===== src/rtl/memory_arbiter_if.sv =====
`default_nettype none
// +------------------------------------------------------------------+
// | memory_arbiter_if : requester and memory_system bundle  (rev 1.0)|
// +------------------------------------------------------------------+
interface memory_arbiter_if #(
  parameter int NUM_REQ = 2
);
  logic [NUM_REQ-1:0]    req_valid;
  logic [NUM_REQ-1:0]    req_write;
  logic [32*NUM_REQ-1:0] req_addr;
  logic [32*NUM_REQ-1:0] req_wdata;
  logic [2*NUM_REQ-1:0]  req_width;
  logic [NUM_REQ-1:0]    done;
  logic [31:0]           rdata;
  logic                  err;
  logic [1:0]            grant_id;
  logic [31:0]           mem_addr;
  logic [31:0]           mem_write_data;
  logic [1:0]            mem_mem_width;
  logic                  mem_dispatch_read;
  logic                  mem_dispatch_write;
  logic [31:0]           mem_read_data;
  logic                  mem_busy;

  modport slave (
    input  req_valid, req_write, req_addr, req_wdata, req_width,
    input  mem_read_data, mem_busy,
    output done, rdata, err, grant_id,
    output mem_addr, mem_write_data, mem_mem_width,
    output mem_dispatch_read, mem_dispatch_write
  );

  modport master (
    output req_valid, req_write, req_addr, req_wdata, req_width,
    output mem_read_data, mem_busy,
    input  done, rdata, err, grant_id,
    input  mem_addr, mem_write_data, mem_mem_width,
    input  mem_dispatch_read, mem_dispatch_write
  );
endinterface
`default_nettype wire


===== src/rtl/memory_arbiter.sv =====
`default_nettype none
// +------------------------------------------------------------------+
// | memory_arbiter : round-robin single-outstanding memory arbiter   |
// | rev 1.0                                                          |
// +------------------------------------------------------------------+
module memory_arbiter #(
  parameter int NUM_REQ        = 2,
  parameter int TIMEOUT_CYCLES = 1024
) (
  input  wire logic       clk_in,
  input  wire logic       rst_in,
  memory_arbiter_if.slave bus
);
  localparam int               CNT_W        = $clog2(TIMEOUT_CYCLES + 1);
  localparam logic [CNT_W-1:0] c_tmo_last   = CNT_W'(TIMEOUT_CYCLES - 1);
  localparam logic [1:0]       c_last_reset = 2'(NUM_REQ - 1);

  typedef enum logic [1:0] {
    ST_IDLE  = 2'd0,
    ST_ISSUE = 2'd1,
    ST_WAIT  = 2'd2
  } state_t;

  state_t             state_q, state_d;
  logic [1:0]         last_grant_q, last_grant_d;
  logic [1:0]         grant_id_q, grant_id_d;
  logic               write_q, write_d;
  logic [31:0]        addr_q, addr_d;
  logic [31:0]        wdata_q, wdata_d;
  logic [1:0]         width_q, width_d;
  logic [31:0]        rdata_q, rdata_d;
  logic [CNT_W-1:0]   tmo_cnt_q, tmo_cnt_d;
  logic [NUM_REQ-1:0] done_q, done_d;
  logic               err_q, err_d;
  logic               disp_rd_q, disp_rd_d;
  logic               disp_wr_q, disp_wr_d;

  logic [3:0]  valid_ext;
  logic [1:0]  cand;
  logic        win_found;
  logic [1:0]  win_id;
  logic        sel_write;
  logic [31:0] sel_addr;
  logic [31:0] sel_wdata;
  logic [1:0]  sel_width;

  // Search starts just after the last served requester so it ends up last.
  always_comb begin
    valid_ext = 4'(bus.req_valid);
    cand      = 2'd0;
    win_found = 1'b0;
    win_id    = 2'd0;
    for (int k = 1; k <= NUM_REQ; k++) begin
      cand = 2'((int'(last_grant_q) + k) % NUM_REQ);
      if (!win_found && valid_ext[cand]) begin
        win_found = 1'b1;
        win_id    = cand;
      end
    end
  end

  always_comb begin
    sel_write = 1'b0;
    sel_addr  = '0;
    sel_wdata = '0;
    sel_width = '0;
    for (int j = 0; j < NUM_REQ; j++) begin
      if (win_id == 2'(j)) begin
        sel_write = bus.req_write[j];
        sel_addr  = bus.req_addr[32*j +: 32];
        sel_wdata = bus.req_wdata[32*j +: 32];
        sel_width = bus.req_width[2*j +: 2];
      end
    end
  end

  always_comb begin
    state_d      = state_q;
    last_grant_d = last_grant_q;
    grant_id_d   = grant_id_q;
    write_d      = write_q;
    addr_d       = addr_q;
    wdata_d      = wdata_q;
    width_d      = width_q;
    rdata_d      = rdata_q;
    tmo_cnt_d    = tmo_cnt_q;
    done_d       = '0;
    err_d        = 1'b0;
    disp_rd_d    = 1'b0;
    disp_wr_d    = 1'b0;
    case (state_q)
      ST_IDLE: begin
        // done_q blocks the cycle where the served requester may still show valid.
        if (win_found && !bus.mem_busy && (done_q == '0)) begin
          grant_id_d = win_id;
          write_d    = sel_write;
          addr_d     = sel_addr;
          wdata_d    = sel_wdata;
          width_d    = (sel_width == 2'd3) ? 2'd2 : sel_width;
          disp_rd_d  = !sel_write;
          disp_wr_d  = sel_write;
          state_d    = ST_ISSUE;
        end
      end
      ST_ISSUE: begin
        tmo_cnt_d = '0;
        state_d   = ST_WAIT;
      end
      ST_WAIT: begin
        if (!bus.mem_busy) begin
          if (!write_q) begin
            rdata_d = bus.mem_read_data;
          end
          done_d       = NUM_REQ'(1) << grant_id_q;
          last_grant_d = grant_id_q;
          state_d      = ST_IDLE;
        end else if (tmo_cnt_q == c_tmo_last) begin
          rdata_d      = '0;
          err_d        = 1'b1;
          done_d       = NUM_REQ'(1) << grant_id_q;
          last_grant_d = grant_id_q;
          state_d      = ST_IDLE;
        end else begin
          tmo_cnt_d = tmo_cnt_q + CNT_W'(1);
        end
      end
      default: state_d = ST_IDLE;
    endcase
  end

  always_ff @(posedge clk_in) begin
    if (!rst_in) begin
      state_q      <= ST_IDLE;
      last_grant_q <= c_last_reset;
      grant_id_q   <= 2'd0;
      write_q      <= 1'b0;
      addr_q       <= '0;
      wdata_q      <= '0;
      width_q      <= '0;
      rdata_q      <= '0;
      tmo_cnt_q    <= '0;
      done_q       <= '0;
      err_q        <= 1'b0;
      disp_rd_q    <= 1'b0;
      disp_wr_q    <= 1'b0;
    end else begin
      state_q      <= state_d;
      last_grant_q <= last_grant_d;
      grant_id_q   <= grant_id_d;
      write_q      <= write_d;
      addr_q       <= addr_d;
      wdata_q      <= wdata_d;
      width_q      <= width_d;
      rdata_q      <= rdata_d;
      tmo_cnt_q    <= tmo_cnt_d;
      done_q       <= done_d;
      err_q        <= err_d;
      disp_rd_q    <= disp_rd_d;
      disp_wr_q    <= disp_wr_d;
    end
  end

  assign bus.done               = done_q;
  assign bus.err                = err_q;
  assign bus.rdata              = rdata_q;
  assign bus.grant_id           = grant_id_q;
  assign bus.mem_addr           = addr_q;
  assign bus.mem_write_data     = wdata_q;
  assign bus.mem_mem_width      = width_q;
  assign bus.mem_dispatch_read  = disp_rd_q;
  assign bus.mem_dispatch_write = disp_wr_q;
endmodule
`default_nettype wire


===== src/flat_wrapper.sv =====
// flat-port wrapper written by rule: the top's interface ports become plain ports
module memory_arbiter_flat 
#(
  parameter int NUM_REQ        = 2,
  parameter int TIMEOUT_CYCLES = 1024
)
  (clk_in, rst_in, bus_req_valid, bus_req_write, bus_req_addr, bus_req_wdata, bus_req_width, bus_mem_read_data, bus_mem_busy, bus_done, bus_rdata, bus_err, bus_grant_id, bus_mem_addr, bus_mem_write_data, bus_mem_mem_width, bus_mem_dispatch_read, bus_mem_dispatch_write);
  memory_arbiter_if #(.NUM_REQ(NUM_REQ)) bus_i ();
  input  wire logic clk_in;
  input  wire logic rst_in;
  input wire logic [$bits(bus_i.req_valid)-1:0] bus_req_valid;
  input wire logic [$bits(bus_i.req_write)-1:0] bus_req_write;
  input wire logic [$bits(bus_i.req_addr)-1:0] bus_req_addr;
  input wire logic [$bits(bus_i.req_wdata)-1:0] bus_req_wdata;
  input wire logic [$bits(bus_i.req_width)-1:0] bus_req_width;
  input wire logic [$bits(bus_i.mem_read_data)-1:0] bus_mem_read_data;
  input wire logic [$bits(bus_i.mem_busy)-1:0] bus_mem_busy;
  output wire logic [$bits(bus_i.done)-1:0] bus_done;
  output wire logic [$bits(bus_i.rdata)-1:0] bus_rdata;
  output wire logic [$bits(bus_i.err)-1:0] bus_err;
  output wire logic [$bits(bus_i.grant_id)-1:0] bus_grant_id;
  output wire logic [$bits(bus_i.mem_addr)-1:0] bus_mem_addr;
  output wire logic [$bits(bus_i.mem_write_data)-1:0] bus_mem_write_data;
  output wire logic [$bits(bus_i.mem_mem_width)-1:0] bus_mem_mem_width;
  output wire logic [$bits(bus_i.mem_dispatch_read)-1:0] bus_mem_dispatch_read;
  output wire logic [$bits(bus_i.mem_dispatch_write)-1:0] bus_mem_dispatch_write;
  assign bus_i.req_valid = bus_req_valid;
  assign bus_i.req_write = bus_req_write;
  assign bus_i.req_addr = bus_req_addr;
  assign bus_i.req_wdata = bus_req_wdata;
  assign bus_i.req_width = bus_req_width;
  assign bus_i.mem_read_data = bus_mem_read_data;
  assign bus_i.mem_busy = bus_mem_busy;
  assign bus_done = bus_i.done;
  assign bus_rdata = bus_i.rdata;
  assign bus_err = bus_i.err;
  assign bus_grant_id = bus_i.grant_id;
  assign bus_mem_addr = bus_i.mem_addr;
  assign bus_mem_write_data = bus_i.mem_write_data;
  assign bus_mem_mem_width = bus_i.mem_mem_width;
  assign bus_mem_dispatch_read = bus_i.mem_dispatch_read;
  assign bus_mem_dispatch_write = bus_i.mem_dispatch_write;
  memory_arbiter #(.NUM_REQ(NUM_REQ), .TIMEOUT_CYCLES(TIMEOUT_CYCLES)) u_core (.clk_in(clk_in), .rst_in(rst_in), .bus(bus_i));
endmodule

===== config.mk =====
export PLATFORM = sky130hd
export DESIGN_NAME = memory_arbiter_flat
export DESIGN_NICKNAME = d
export VERILOG_FILES = /design/src/rtl/memory_arbiter_if.sv /design/src/rtl/memory_arbiter.sv /design/src/flat_wrapper.sv
export SDC_FILE = /design/constraint.sdc
export NUM_CORES = 1
export LEC_CHECK = 0
export BUFFER_PORTS_ARGS = -buffer_cell sky130_fd_sc_hd__buf_2
export CORE_MARGIN = 2
export CORE_UTILIZATION = 48
export DETAILED_ROUTE_END_ITERATION = 10
export PLACE_DENSITY_LB_ADDON = 0.2
export RECOVER_POWER = 50
export SLEW_MARGIN = 20
export SYNTH_ARGS = -nofsm -noshare
export SYNTH_HDL_FRONTEND = slang
export SYNTH_SLANG_ARGS = --single-unit

===== constraint.sdc =====
create_clock -name clk_in -period 4.1 [get_ports clk_in]
set_input_delay 0 -clock clk_in [delete_from_list [all_inputs] [get_ports clk_in]]
set_output_delay 0 -clock clk_in [all_outputs]
set_load 0.02 [all_outputs]

==> results.md <==
* Status: finished, final reports clean
* Leakage at about 4.2 nW
* Clock Pin Slew Worst Setup and Hold Paths at 0.06 ns
* Number of synthesis warnings at 0
* Sw Share at 28.03%
* Final period util at 70.91%
* Global-route wire length before repair at 31820 um
* Internal Power at approximately 2.3 mW
* Antenna Cells at 0
* Final TNS setup at 0 ns
* DP HPWL at ~10000 um
* Finish-stage setup viols at 0
* First DRT Iteration DRCs at 339
* Crit path DAT at 3.31 ns
* GRT Overall Usage at between 30% and 40%
* Most used DFF post-synth: dfxtp_1
* Via density at about 5.5
* Power Density at between 300 and 400 nW/um^2
* Max Slew Vio Count at 0
* Worst skew pair latency at a little over 0.5 ns
* Worst slew margin at 37.09%
* Sequential power share at about two fifths
* Largest cells by area after synthesis: dfxtp_1 (48%), mux2i_1 (14%), o211a_1 (13%), nand2_1 (5.6%), a22o_1 (5.6%)
* Number of flops mapped to enable cells by yosys at 0
* Antenna violations before repair at 0
* Post-synth cell types at 43
* Die area at approximately 11000 um^2
* Combinational Power Share at 20.1%
* Clock Skew at roughly 0.011 ns
* Met2 usage at roughly 67%
* DRT Wirelength at around 20000 um
* Grt met1 use at 34.74%
* Layout area overhead at 69.11%
* Path category of the worst min-delay check: in2reg
* Post-Syn Instances at approximately 480
* GR Overflow Total at 0
* DR vias at 5753
* Worst-margin pin slew at approximately 0.94 ns
* Area leader, netlist: dfxtp_1
* Global Route met3 Usage at a little under a tenth
* Placed Instances at between 800 and 900
* Placement Setup Slack at 1.781 ns
* Post-CTS Setup Repair Bufs at 0
* Top post-synthesis cells by count: dfxtp_1 (119), nand2_1 (75), mux2i_1 (69)
* Buffers on Ports at approximately 270
* Maximum vdd ir drop at between 0.2 and 0.25 mV
* Gr busiest metal: met2
* CTS Buffer Depth at 2
* CP Launch Type: register
* Die H at 106.0 um
* Max Fclk at about 340 MHz
* Final worst slack at between 1 and 1.5 ns
* Fin cells at ~1000
* Minimum hold slack at ~0.12 ns
* Syn Area/Cell at ~11 um^2
* Max-cap violation count at 0
* Post-synthesis register bit count at between 100 and 150
* Core ar. at roughly 10000 um^2
* Cts bufs inserted at 17
* Post-Place Cell Area at around 6400 um^2
* Largest net degree at the start of global routing at just under 90
* Sequential area share after synthesis at 47.66%
* Number of top-level pins at roughly 280
* Initial Utilization at 48.86%
* Psw at approximately 900 uW
* Final instance area at approximately 8500 um^2
* CTS H-tree depth at 4
* Layout cells sized above 1 at around 23%
* Synth top area share at 47.66%
* Endpoints failing hold at 0
* Post_cts resized at 0
* CTS sink count at ~120
* GPL Wtd Cong at 0.8335
* Critical Path End Type: register
* Fraction of registers with async set or reset after synthesis at 0%
* Die width at roughly 110 um
* Unrepaired setup endpoints after global routing: no
* Routed WL per cell at 19.10 um
* Final #Nets at between 1000 and 1500
* CTS tree: done
* Post-route DRC violation count at 0
* Max FO, Critical Path at 25
* Worst Path Required at roughly 4.5 ns
* Clock group share of total power at 40.1%
* Filler cells at around 630
* Most frequent cell after synthesis: dfxtp_1
* Minimum clock period at about 2.9 ns
* Root Driver: clkbuf_8
* Vias in the first global route at ~6400
* Row count at 37
* Cts hold-fix bufs at ~170
* Post-Synthesis Cell Area at around 5000 um^2
* First-pass iteration count of the detailed router at 7
* Net count after synthesis at 647
* Setup CP Type: reg2reg
* ANT nets after route at 0
-- flip-flops by register name, indices dropped and copies added (netlist names), 2 cells and up --
signal / cells
u_core.bus.done: 2
u_core.bus.mem_addr: 32
u_core.bus.rdata: 32
u_core.bus.mem_write_data: 32
u_core.tmo_cnt_q: 11
u_core.bus.mem_mem_width: 2
u_core.state_q: 2
-- cell usage in the layout, fill, tap and decap left out, types with 4 or more instances in the layout --
cell type / instances
buf_4: 5
inv_1: 4
nand3_1: 5
nand2b_1: 4
a22o_1: 32
nor2_1: 5
a21oi_1: 4
buf_2: 170
nand2_1: 75
clkinv_2: 6
clkbuf_16: 16
nand4_1: 4
o211a_1: 67
dlygate4sd3_1: 168
clkbuf_1: 107
o21ai_0: 4
mux2i_1: 69
dfxtp_1: 119
-- routing by layer --
layer  wire length, um  vias up  share of wire (%)
li1                  -     2597                  -
met3              1213      126                6.1
met2             10580      301                 53
met4              1423        0                7.1
met5                 0        -                  0
met1              6817     2729                 34
-- metrics by stage --
step	util (%)	power, mW
after CTS	83.96	3.175
after floorplan	-	1.575
after global placement	62.49	1.747
after global routing	82.62	3.308
final	82.62	3.206
after detailed placement	62.57	1.763
-- final timing paths --
| path | start | endpoint | slack (ns) | depth (start not counted) |
|---|---|---|---|---|
| max reg2reg | u_core.last_grant_q[0]$_SDFFE_PN1P_ | u_core.bus.mem_write_data[15]$_SDFFE_PN0P_ | 1.19 | 6 |
| min reg2reg | u_core.bus.rdata[19]$_SDFFE_PN0P_ | u_core.bus.rdata[19]$_SDFFE_PN0P_ | 0.48 | 1 |
| min | bus_req_valid[0] | u_core.bus.grant_id[0]$_SDFFE_PN0P_ | 0.12 | 4 |
| max | u_core.last_grant_q[0]$_SDFFE_PN1P_ | u_core.bus.mem_write_data[15]$_SDFFE_PN0P_ | 1.19 | 6 |
-- critical path, cell delays in order, from the launching register on --
cell           delay, ns
dfxtp_1             0.33
a21boi_4            0.75
buf_4               0.54
mux2i_1             0.34
dlygate4sd3_1       0.59
nand2_1             0.07
o211a_1             0.16
-- logic make-up (layout without fill, tap and decap cells) --
family / count (synthesis) / count (layout) / share of synthesized area, %
AOI/OAI and AO/OA: 123 / 123 / 22.45
DFF: 119 / 119 / 47.66
and+or+nand+nor: 116 / 116 / 10.94
muxes: 69 / 69 / 13.82
buffers and inverters: 44 / 482 / 4.456
xor gates and xnor gates: 2 / 2 / 0.3505
adders and majority gates: 1 / 1 / 0.2503
other: 1 / 1 / 0.07502
-- cell type report --
class	count	area, um^2	share of cell area (%)
inverter	4	15.01	0.1776
multi-input combinational	312	2419	28.61
clock buffer	22	452.9	5.358
clock inverter	9	53.80	0.6365
timing repair buffer	447	2960	35.02
sequential	119	2382	28.18
tap	136	170.2	2.013
-- power by group through the flow --
stage / Sequential [mW] / Combinational [mW] / Clock, mW
finish: 1.28 / 0.644 / 1.29
global placement: 1.29 / 0.461 / 0
global route: 1.28 / 0.684 / 1.34
detailed placement: 1.29 / 0.474 / 0
CTS: 1.27 / 0.624 / 1.28
floorplan: 1.37 / 0.203 / 0
Note: power is estimated with default switching activity, not from simulation.
